File: src/rtl/cernbe_pkg.sv
// Shared types and constants for the CERN-BE memory target.
// The wait counter is sized for wait counts of 0..15.
package cernbe_pkg;

    localparam int CERNBE_DATA_W = 32;
    localparam int CERNBE_CNT_W  = 4;

    typedef enum logic [1:0] {
        ST_IDLE    = 2'd0,
        ST_WR_WAIT = 2'd1,
        ST_RD_WAIT = 2'd2
    } cernbe_state_e;

endpackage

File: src/rtl/cernbe_mem_target_wait_cnt.sv
// Loadable wait-state down-counter shared by the read and write wait states.
// zero_next flags the value the counter will hold after the coming edge.
module cernbe_wait_cnt
    import cernbe_pkg::*;
(
    input  logic                    clk,
    input  logic                    rst,
    input  logic                    load,
    input  logic [CERNBE_CNT_W-1:0] load_val,
    input  logic                    dec,
    output logic                    zero,
    output logic                    zero_next
);

    logic [CERNBE_CNT_W-1:0] cnt_q;
    logic [CERNBE_CNT_W-1:0] cnt_d;

    always_comb begin
        cnt_d = cnt_q;
        if (load) begin
            cnt_d = load_val;
        end else if (dec && (cnt_q != '0)) begin
            cnt_d = cnt_q - 1'b1;
        end
    end

    always_ff @(posedge clk or posedge rst) begin
        if (rst) begin
            cnt_q <= '0;
        end else begin
            cnt_q <= cnt_d;
        end
    end

    assign zero      = (cnt_q == '0);
    assign zero_next = (cnt_d == '0);

endmodule

File: src/rtl/cernbe_mem_target.sv
// CERN-BE bus responder backed by a resettable flop register file.
// Done pulses and read data are registered, so they are computed one edge early.
//
//   state      | meaning
//   -----------+-----------------------------------------------------------
//   ST_IDLE    | waiting for a strobe; a strobe latches address/data
//   ST_WR_WAIT | counting write wait states; at zero the word is written
//   ST_RD_WAIT | counting read wait states; data was loaded on entry to zero
module cernbe_mem_target
    import cernbe_pkg::*;
#(
    parameter int ADDR_WIDTH = 4,
    parameter int RD_WAIT    = 2,
    parameter int WR_WAIT    = 1
) (
    input  logic                     Clk,
    input  logic                     Rst,
    input  logic [ADDR_WIDTH+1:2]    VMEAddr,
    input  logic [CERNBE_DATA_W-1:0] VMEWrData,
    input  logic                     VMERdMem,
    input  logic                     VMEWrMem,
    output logic [CERNBE_DATA_W-1:0] VMERdData,
    output logic                     VMERdDone,
    output logic                     VMEWrDone,
    output logic                     Busy,
    output logic                     Overrun
);

    localparam int DEPTH = 2 ** ADDR_WIDTH;
    localparam logic [CERNBE_CNT_W-1:0] RD_CNT = CERNBE_CNT_W'(RD_WAIT);
    localparam logic [CERNBE_CNT_W-1:0] WR_CNT = CERNBE_CNT_W'(WR_WAIT);

    cernbe_state_e           state_q, state_d;
    logic                    rd_pend_q, rd_pend_d;
    logic [ADDR_WIDTH-1:0]   addr_q, addr_d;
    logic [CERNBE_DATA_W-1:0] wdata_q, wdata_d;
    logic [CERNBE_DATA_W-1:0] rd_data_q, rd_data_d;
    logic                    rd_done_q, rd_done_d;
    logic                    wr_done_q, wr_done_d;
    logic                    busy_q, busy_d;
    logic                    overrun_q, overrun_d;
    logic [CERNBE_DATA_W-1:0] mem_q [DEPTH];
    logic [CERNBE_DATA_W-1:0] mem_d [DEPTH];

    logic                    strobe;
    logic                    mem_we;
    logic [ADDR_WIDTH-1:0]   rd_addr;
    logic                    cnt_load;
    logic [CERNBE_CNT_W-1:0] cnt_load_val;
    logic                    cnt_dec;
    logic                    cnt_zero;
    logic                    cnt_zero_next;

    cernbe_wait_cnt u_wait_cnt (
        .clk       (Clk),
        .rst       (Rst),
        .load      (cnt_load),
        .load_val  (cnt_load_val),
        .dec       (cnt_dec),
        .zero      (cnt_zero),
        .zero_next (cnt_zero_next)
    );

    assign strobe = VMERdMem | VMEWrMem;

    always_comb begin
        state_d      = state_q;
        rd_pend_d    = rd_pend_q;
        addr_d       = addr_q;
        wdata_d      = wdata_q;
        mem_we       = 1'b0;
        rd_addr      = addr_q;
        cnt_load     = 1'b0;
        cnt_load_val = '0;
        cnt_dec      = 1'b0;

        case (state_q)
            ST_IDLE: begin
                if (strobe) begin
                    addr_d   = VMEAddr;
                    rd_addr  = VMEAddr;
                    cnt_load = 1'b1;
                    if (VMEWrMem) begin
                        wdata_d      = VMEWrData;
                        rd_pend_d    = VMERdMem;
                        cnt_load_val = WR_CNT;
                        state_d      = ST_WR_WAIT;
                    end else begin
                        cnt_load_val = RD_CNT;
                        state_d      = ST_RD_WAIT;
                    end
                end
            end
            ST_WR_WAIT: begin
                if (cnt_zero) begin
                    mem_we = 1'b1;
                    if (rd_pend_q) begin
                        rd_pend_d    = 1'b0;
                        cnt_load     = 1'b1;
                        cnt_load_val = RD_CNT;
                        state_d      = ST_RD_WAIT;
                    end else begin
                        state_d = ST_IDLE;
                    end
                end else begin
                    cnt_dec = 1'b1;
                end
            end
            ST_RD_WAIT: begin
                if (cnt_zero) begin
                    state_d = ST_IDLE;
                end else begin
                    cnt_dec = 1'b1;
                end
            end
            default: state_d = ST_IDLE;
        endcase
    end

    // A pending read with no wait states samples in the same edge as its write,
    // so the written data is forwarded instead of the stale memory word.
    always_comb begin
        wr_done_d = (state_d == ST_WR_WAIT) && cnt_zero_next;
        rd_done_d = (state_d == ST_RD_WAIT) && cnt_zero_next;
        rd_data_d = rd_data_q;
        if (rd_done_d) begin
            rd_data_d = mem_we ? wdata_q : mem_q[rd_addr];
        end
        busy_d    = (state_d != ST_IDLE);
        overrun_d = strobe && (state_q != ST_IDLE);
    end

    always_comb begin
        mem_d = mem_q;
        if (mem_we) begin
            mem_d[addr_q] = wdata_q;
        end
    end

    always_ff @(posedge Clk or posedge Rst) begin
        if (Rst) begin
            state_q   <= ST_IDLE;
            rd_pend_q <= 1'b0;
            addr_q    <= '0;
            wdata_q   <= '0;
            rd_data_q <= '0;
            rd_done_q <= 1'b0;
            wr_done_q <= 1'b0;
            busy_q    <= 1'b0;
            overrun_q <= 1'b0;
            for (int i = 0; i < DEPTH; i++) begin
                mem_q[i] <= '0;
            end
        end else begin
            state_q   <= state_d;
            rd_pend_q <= rd_pend_d;
            addr_q    <= addr_d;
            wdata_q   <= wdata_d;
            rd_data_q <= rd_data_d;
            rd_done_q <= rd_done_d;
            wr_done_q <= wr_done_d;
            busy_q    <= busy_d;
            overrun_q <= overrun_d;
            mem_q     <= mem_d;
        end
    end

    assign VMERdData = rd_data_q;
    assign VMERdDone = rd_done_q;
    assign VMEWrDone = wr_done_q;
    assign Busy      = busy_q;
    assign Overrun   = overrun_q;

endmodule

File: config.mk
export PLATFORM = sky130hd
export DESIGN_NAME = cernbe_mem_target
export DESIGN_NICKNAME = d
export VERILOG_FILES = /design/src/rtl/cernbe_pkg.sv /design/src/rtl/cernbe_mem_target_wait_cnt.sv /design/src/rtl/cernbe_mem_target.sv
export SDC_FILE = /design/constraint.sdc
export NUM_CORES = 1
export LEC_CHECK = 0
export BUFFER_PORTS_ARGS = -buffer_cell sky130_fd_sc_hd__buf_2
export CAP_MARGIN = 20
export CORE_ASPECT_RATIO = 0.8
export CORE_UTILIZATION = 45
export DETAILED_ROUTE_END_ITERATION = 8
export PLACE_DENSITY_LB_ADDON = 0.12
export SLEW_MARGIN = 20
export SYNTH_ARGS = -nofsm -noshare
export SYNTH_HDL_FRONTEND = slang
export SYNTH_SLANG_ARGS = --single-unit
File: constraint.sdc
create_clock -name Clk -period 17.5 [get_ports Clk]
set_input_delay 0.875 -clock Clk [delete_from_list [all_inputs] [get_ports Clk]]
set_output_delay 0.875 -clock Clk [all_outputs]
set_load 0.02 [all_outputs]
==> impl_metrics.ini, run 1 <==
[run_status]
outcome = finished, final reports clean

[routing]
drt_iter0_markers = 1354
vias_per_cell = 5.85
vias = 19200
drc_errors = 0
wl_um = 79400
wl_per_cell_um = 24.2
ant_nets = 0
dr.pass1.iters = 7

[setup_path]
path_class = flip-flop to flip-flop
cpMostUsedCell = buf_4
worst_path_max_delay_cell = nand2_2
cp_top_family = buffers and inverters
critPathArrivalTime_ps = 5100
endpoint_kind = flip-flop
cp.required_ps = 17970
slowest_delay_ps = 820
cp_cell_sequence = inv_1 > ha_1 > o21ai_4 > buf_4 > buf_4 > nand3b_1 > nand2_2 > buf_4 > a31oi_1 > nand3_1 > a31oi_2
crit_fanout = 57
cp-start-kind = flip-flop
worst-path-buf-inv = 4

[final_layout]
layout_common_cells = mux2_2, dfrtp_1, nand2_1, nand3_1, mux2i_1
final_nets = 2446
design_area_mm2 = 0.0312
drive_gt1_share_pct = 35.5
area_delta_synth_final_pct = 10.2
final_util_pct = 50.7
antenna_cells = 0
final_cells = 3279
layout_commonest_cell = mux2_2

[grt]
gr-total-overflow = 0
grt_pass1_wl_um = 123000
track_usage_pct = 25.4
antenna_found_initial = 1
grt_pass1_vias = 19600
grt_max_degree = 169

[placement]
dp_cells = 3168
io_buffer_count = 75
hpwl_um = 43700
place.gp.congestion = 0.776
postPlaceCellArea_mm2 = 0.0293
dpl_worst_slack_ps = 12740

[synth]
netlist_area_mm2 = 0.0283
synth_top_area_share_pct = 52.2
synth-simple-area-share_pct = 10.1
synth.yosys.seq_area_share_pct = 52.2
synth.area.top_cells = dfrtp_1, mux2_2, nand2_1
muxShareOfSynthArea_pct = 27.7
synthAdderAreaFrac_pct = 0.221
synthXorXnorAreaFrac_pct = 0.0618
synth_cell_types = 59
ys_ff_latch = 591
async_flop_share_pct = 100
ys_warn_count = 0
synth_top_family_by_area = multiplexers
synth_largest_area_cell = dfrtp_1
synth_nets = 2469
syn_area_per_cell_um2 = 11.7
synth-compound-area-share_pct = 6.37
synth_edf_count = 0
synth-main-ff-cell = dfrtp_1
netlist_instances = 2424

[sta]
fmax_mhz = 216
rsz0062_at_grt = false
report.final.slew_viol_count = 0
setup_slack_ps = 12870
fin_crit_sh_pct = 26.5
hold_viol = 0
worst_clock_skew_ps = 24.2
finalSetupTns_ps = 0
finalSetupViolCount = 0
fin_crit_ps = 4630
slew_headroom_pct = 25.4
worst_slew_pin_slew_ps = 1120
whs_ps = 404

[die]
die-height_um = 226
initial_core_util_pct = 46.0
coreArea_mm2 = 0.0616
dieArea_mm2 = 0.0640
die_x_um = 283
ios = 76
rows = 81

[cts]
clockBufferDepth = 3
postCtsHoldBufs = 0
cts_resized = 0
path_clk_slew_ps = 60
htreeDepth = 2
clock-sinks = 591
cts-root-buf = clkbuf_16
clock_latency_ps = 640
cts_made_buffers = 61
cts_tree = yes
post-cts-setup-buffer-count = 0

[power]
ir_drop_mv = 0.106
power.leakage_nw = 14.4
powerDensity_mw_per_mm2 = 166
fin_total_pwr_mw = 5.17

[job]
maxCapViolations = 0

[hold_path]
min_path_type = input pin to asynchronous set/reset pin
-- sequential cells by signal, indices dropped and copies added (netlist names) --
signal            flops
mem_q               512
VMERdData            32
wdata_q              32
addr_q                4
u_wait_cnt.cnt_q      4
state_q               2
Busy                  1
Overrun               1
VMERdDone             1
VMEWrDone             1
rd_pend_q             1
-- cell type report --
class / instances / area (um2)
Clock buffer: 100 / 1860
Clock inverter: 11 / 58.8
Fill cell: 5530 / 30400
Inverter: 14 / 67.6
Multi-Input combinational cell: 1616 / 12700
Sequential cell: 591 / 14800
Tap cell: 830 / 1040
Timing Repair Buffer: 117 / 718
-- path summary, 6_finish.rpt --
kind / from / endpoint / slack, ps / cells past startpoint
max reg2reg: state_q[0] / VMERdData[9] / 12870 / 11
min: Rst / wdata_q[4] / 400 / 2
max in group asynchronous: Rst / mem_q[122] / 14620 / 4
min in group Clk: VMEWrData[21] / wdata_q[21] / 460 / 2
min reg2reg: mem_q[50] / mem_q[50] / 490 / 1
max: state_q[0] / VMERdData[9] / 12870 / 11
-- cell usage after synthesis (6+ instances only) --
| master | number |
|---|---|
| mux2_2 | 606 |
| dfrtp_1 | 591 |
| nand2_1 | 412 |
| nand3_1 | 135 |
| clkbuf_1 | 106 |
| mux2i_1 | 95 |
| a31oi_1 | 59 |
| o21ai_0 | 56 |
| buf_1 | 52 |
| a32oi_1 | 46 |
| nor2_1 | 37 |
| buf_2 | 36 |
| nand2b_1 | 30 |
| a31oi_2 | 20 |
| o22ai_1 | 14 |
| inv_1 | 13 |
| a311oi_1 | 10 |
| nand4_1 | 10 |
| a211oi_1 | 7 |
| nor3_1 | 7 |
| and3_1 | 6 |
| mux2_1 | 6 |
-- routing by layer --
layer | part of all wire, % | GRT usage [%] | wire length [um]
met1 | 47 | 36.5 | 37500
met2 | 45 | 39.7 | 36100
met3 | 5.0 | 4.18 | 3950
met4 | 2.4 | 7.04 | 1920
met5 | 0 | 0 | 0
-- worst register-to-register path, cell delays in order (launching register included) --
cell      delay, ps
dfrtp_1         390
inv_1           100
ha_1            350
o21ai_4         100
buf_4           510
buf_4           600
nand3b_1        640
nand2_2         830
buf_4           540
a31oi_1         170
nand3_1         150
a31oi_2          90
-- where the power goes --
part / leakage [nW] / switching, mW / internal (mW)
sequential: 7.93 / 0.405 / 1.72
clock: 0.948 / 0.546 / 0.717
combinational: 5.53 / 1.09 / 0.695
-- cell families after synthesis --
kind of cell,count (synthesis)
mux,707
simple gates,658
flops,591
compound gates,244
buf+inv,217
fa+ha+maj,5
xor+xnor,2
Note: power is estimated with default switching activity, not from simulation.
==> inputs of run 2 (changes only) <==
- clock period: 17.5 -> 3.8 ns (I/O delays scaled with it)
==> run 2 against run 1 <==
  * Total power grew to 4.7 times the previous value
  * Die area unchanged
  * Design area is 2.8% higher
  * Highest routed layer unchanged
==> impl_metrics.ini, run 2 (synthesized netlist as in run 1, its figures left out) <==
[cts]
clockBufferDepth = 3
htreeDepth = 2
path_clk_slew_ps = 60
clock-sinks = 591
cts_made_buffers = 60
post-cts-setup-buffer-count = 0
cts_tree = yes
clock_latency_ps = 630
cts-root-buf = clkbuf_16

[setup_path]
crit_fanout = 38
cp-start-kind = flip-flop
cp_cell_sequence = inv_1 > ha_1 > o21a_1 > mux2i_4 > buf_4 > o21ai_0 > a31oi_1 > nand4_1 > a31oi_2
slowest_delay_ps = 620
cp_top_family = compound AO/OA/AOI/OAI gates
cp.required_ps = 4330
endpoint_kind = flip-flop
critPathArrivalTime_ps = 3830
worst-path-buf-inv = 2
path_class = flip-flop to flip-flop
worst_path_max_delay_cell = buf_4

[placement]
postPlaceCellArea_mm2 = 0.0298
io_buffer_count = 75
hpwl_um = 45300
place.gp.congestion = 0.790

[sta]
report.final.slew_viol_count = 0
hold_viol = 0
fin_crit_ps = 3300
worst_clock_skew_ps = 28.1
fmax_mhz = 303
rsz0062_at_grt = false
fin_crit_sh_pct = 86.8
finalSetupViolCount = 0
worst_slew_pin_slew_ps = 920
whs_ps = 60.4
slew_headroom_pct = 38.6

[routing]
drt_iter0_markers = 1238
ant_nets = 0
drc_errors = 0
dr.pass1.iters = 5
vias_per_cell = 5.84
wl_um = 80900
vias = 19500
wl_per_cell_um = 24.2

[grt]
gr-total-overflow = 0
track_usage_pct = 25.8
grt_max_degree = 142
grt_pass1_wl_um = 124000
grt_pass1_vias = 19800
antenna_found_initial = 0

[final_layout]
multi_input_area_mm2 = 0.0127
design_area_mm2 = 0.0321
final_util_pct = 52.1
layout_commonest_cell = mux2_2
final_nets = 2513
drive_gt1_share_pct = 36.1
antenna_cells = 0
seqCellArea_mm2 = 0.0148
largest_reg_flops = 512
top_register = mem_q
fillers = 5471
area_delta_synth_final_pct = 13.3
layout_common_cells = mux2_2, dfrtp_1, nand2_1, nand3_1, mux2i_1

[hold_path]
min_path_type = input pin to flip-flop

[power]
ir_drop_mv = 0.564
powerDensity_mw_per_mm2 = 753
power.leakage_nw = 14.8

[die]
dieArea_mm2 = 0.0640
ios = 76
die-height_um = 226
initial_core_util_pct = 46.0
die_x_um = 283
coreArea_mm2 = 0.0616
rows = 81

[run_status]
outcome = finished, final reports clean

[job]
maxCapViolations = 0
## run 2: cell types whose count changed in the layout (fill, tap and decap cells not counted), sizes merged
cell / before / now
buf: 117 / 150
clkbuf: 100 / 91
inv: 15 / 14
clkinvlp: 0 / 2
bufinv: 0 / 1
dlygate4sd3: 0 / 35
## run 2: final timing paths
kind,startpoint,endpoint,slack [ps],cells past startpoint
worst max-delay path,state_q[0],VMERdData[2],500,9
worst max register to register,state_q[0],VMERdData[2],500,9
worst min register to register,mem_q[49],mem_q[49],490,1
worst min-delay path,VMEWrMem,rd_pend_q,60,4
max in group asynchronous,Rst,wdata_q[22],2310,5
min in group asynchronous,Rst,mem_q[258],250,3
## run 2: what timing repair did
action	4_1_cts	5_1_grt
gates resized for setup	0	0
hold buffers	35	0
setup endpoints to repair	0	0
endpoints found under the hold margin	57	0
## run 2: worst register-to-register path: cells and delay by family, from the launching register on
kind	cells	cell delay, ps
buf+inv	2	760
simple gates	1	130
fa+ha+maj	1	420
flops	1	420
mux	1	330
compound gates	4	1150
## run 2: power breakdown
| part | internal (mW) | leakage, nW | switching, mW |
|---|---|---|---|
| Clock | 3.32 | 0.947 | 2.48 |
| Sequential | 7.93 | 7.93 | 1.81 |
| Combinational | 3.49 | 5.93 | 5.16 |
## run 2: metrics by stage
stage          power (mW)  cells  setup TNS (ps)  worst slack [ps]
2_1_floorplan        15.3   2424        -2628380             -4450
3_3_place_gp         18.2   3201               0               720
3_5_place_dp         18.4   3201               0               633
4_1_cts              24.3   3340               0               559
5_1_grt              25.5   3340               0               306
6_report             24.2   3340               0               502
## run 2: cell type report
class	instances	area share, %
Sequential cell	591	46.1
Multi-Input combinational cell	1616	39.5
Clock buffer	91	5.63
Timing Repair Buffer	185	5.03
Tap cell	830	3.23
Clock inverter	13	0.312
Inverter	14	0.191
## run 2: per-layer routing
layer / GRT usage, % / vias to the layer above / wire, um
li1: - / 8713 / -
met1: 37.4 / 10200 / 38400
met2: 40.7 / 488 / 37000
met3: 3.13 / 127 / 3660
met4: 6.96 / 0 / 1840
met5: 0 / - / 0
==> inputs of run 3 (changes only) <==
- CORE_ASPECT_RATIO: 0.8 -> not set
==> run 3 against run 2 <==
  * Wire length increased by 1.4%
  * First-iteration DRC count is 10% higher
  * Global-route usage increased by 0.60 points
  * Critical path depth unchanged
  * Largest cell class unchanged
  * Combinational power fell by 0.9%
  * Register-to-register slack better by 20 ps
  * Total power is 2.6% higher
  * Sequential power up 0.7%
==> impl_metrics.ini, run 3 (synthesized netlist as in run 1, its figures left out) <==
[run_status]
outcome = finished, final reports clean

[die]
coreArea_mm2 = 0.0619
dieArea_mm2 = 0.0640
rows = 91
die-height_um = 253
initial_core_util_pct = 45.7
ios = 76
die_x_um = 253

[hold_path]
min_path_type = input pin to flip-flop
hold-path-cell-count = 4

[cts]
cts_made_buffers = 68
clock_latency_ps = 610
clock-sinks = 591
cts_resized = 0
htreeDepth = 3
cts_tree = yes
cts-root-buf = clkbuf_16
clockBufferDepth = 3
post-cts-setup-buffer-count = 0
path_clk_slew_ps = 60

[sta]
report.final.slew_viol_count = 0
finalSetupViolCount = 0
fin_crit_ps = 3270
fin_crit_sh_pct = 86.2
hold_viol = 0
fmax_mhz = 305
setup_slack_ps = 526
worst_clock_skew_ps = 29.4
finalSetupTns_ps = 0
slew_headroom_pct = 37.3
worst_slew_pin_slew_ps = 938
rsz0062_at_grt = false

[final_layout]
top_register = mem_q
layout_commonest_cell = mux2_2
drive_gt1_share_pct = 36.2
antenna_cells = 0
largest_reg_flops = 512
final_cells = 3363
design_area_mm2 = 0.0324
final_nets = 2523
final_util_pct = 52.2
area_delta_synth_final_pct = 14.2
layout_common_cells = mux2_2, dfrtp_1, nand2_1, nand3_1, mux2i_1

[job]
maxCapViolations = 0

[setup_path]
critPathArrivalTime_ps = 3800
crit_fanout = 38
cp-start-kind = flip-flop
endpoint_kind = flip-flop
path_class = flip-flop to flip-flop
r2r_slack_ps = 530
cp.required_ps = 4330
ff2ff_path_depth = 9

[routing]
vias_per_cell = 5.80
wl_um = 82000
dr.pass1.iters = 5
vias = 19500
ant_nets = 0
drc_errors = 0
drt_iter0_markers = 1365
wl_per_cell_um = 24.4

[grt]
track_usage_pct = 26.4
busiest_layer = met2
gr-total-overflow = 0
grt_use_met3_pct = 4.05
grt_pass1_wl_um = 127000
grt_max_degree = 89
grt_pass1_vias = 20300
gr-usage-met2_pct = 43.2
grt_use_met1_pct = 35.8
antenna_found_initial = 1

[placement]
io_buffer_count = 75
place.gp.congestion = 0.821
hpwl_um = 46800
dp_cells = 3210
postPlaceCellArea_mm2 = 0.0298
dpl_worst_slack_ps = 617

[power]
powerDensity_mw_per_mm2 = 767
power.leakage_nw = 14.9
ir_drop_mv = 0.444
## run 3: cell count changes in the layout (fill, tap and decap cells not counted), sizes merged
cell,delta
clkinvlp,-1
clkbuf,+17
inv,+1
clkinv,-2
buf,+2
bufinv,-1
## run 3: area by class of cell
type | count | area, um2
Fill cell | 5455 | 29600
Sequential cell | 591 | 14800
Multi-Input combinational cell | 1616 | 12700
Clock buffer | 108 | 2100
Timing Repair Buffer | 187 | 1590
Tap cell | 837 | 1050
Clock inverter | 10 | 80.1
Inverter | 14 | 61.3
## run 3: layer usage
layer / vias to the layer above / share of wire [%]
li1: 8733 / -
met1: 10200 / 45
met2: 441 / 48
met3: 144 / 4.4
met4: 2 / 2.8
met5: - / 0.013
## run 3: final timing paths
path / startpoint / end
setup / recovery: state_q[0] / VMERdData[2]
hold / removal: VMEWrMem / rd_pend_q
setup reg to reg: state_q[0] / VMERdData[2]
hold reg to reg: mem_q[50] / mem_q[50]
max in group asynchronous: Rst / mem_q[235]
min in group asynchronous: Rst / rd_pend_q
## run 3: what timing repair did
item                                   CTS  global route
endpoints found under the hold margin   49             0
hold buffers                            35             0
setup endpoints to repair                0             0
## run 3: metrics by stage
stage,hold slack (ps),total power [mW]
final,53.6,24.8
after global routing,84.1,26.2
after CTS,31.9,25.0
after detailed placement,426,18.4
after global placement,420,18.2
after floorplan,341,15.3
## run 3: worst max-delay path, stage by stage, from the launching register on
cell and delay (ps):
dfrtp_1 420, inv_1 140, ha_1 430, o21a_1 510
mux2i_4 330, buf_4 630, o21ai_0 190, a31oi_1 180
nand4_1 150, a31oi_2 210
## run 3: report_power, final
group	internal [mW]	total (mW)	leakage, nW	switching [mW]
Combinational	3.48	8.57	5.94	5.09
Sequential	7.94	9.81	7.93	1.87
Clock	3.78	6.43	1.07	2.66
Total	15.2	24.8	14.9	9.62
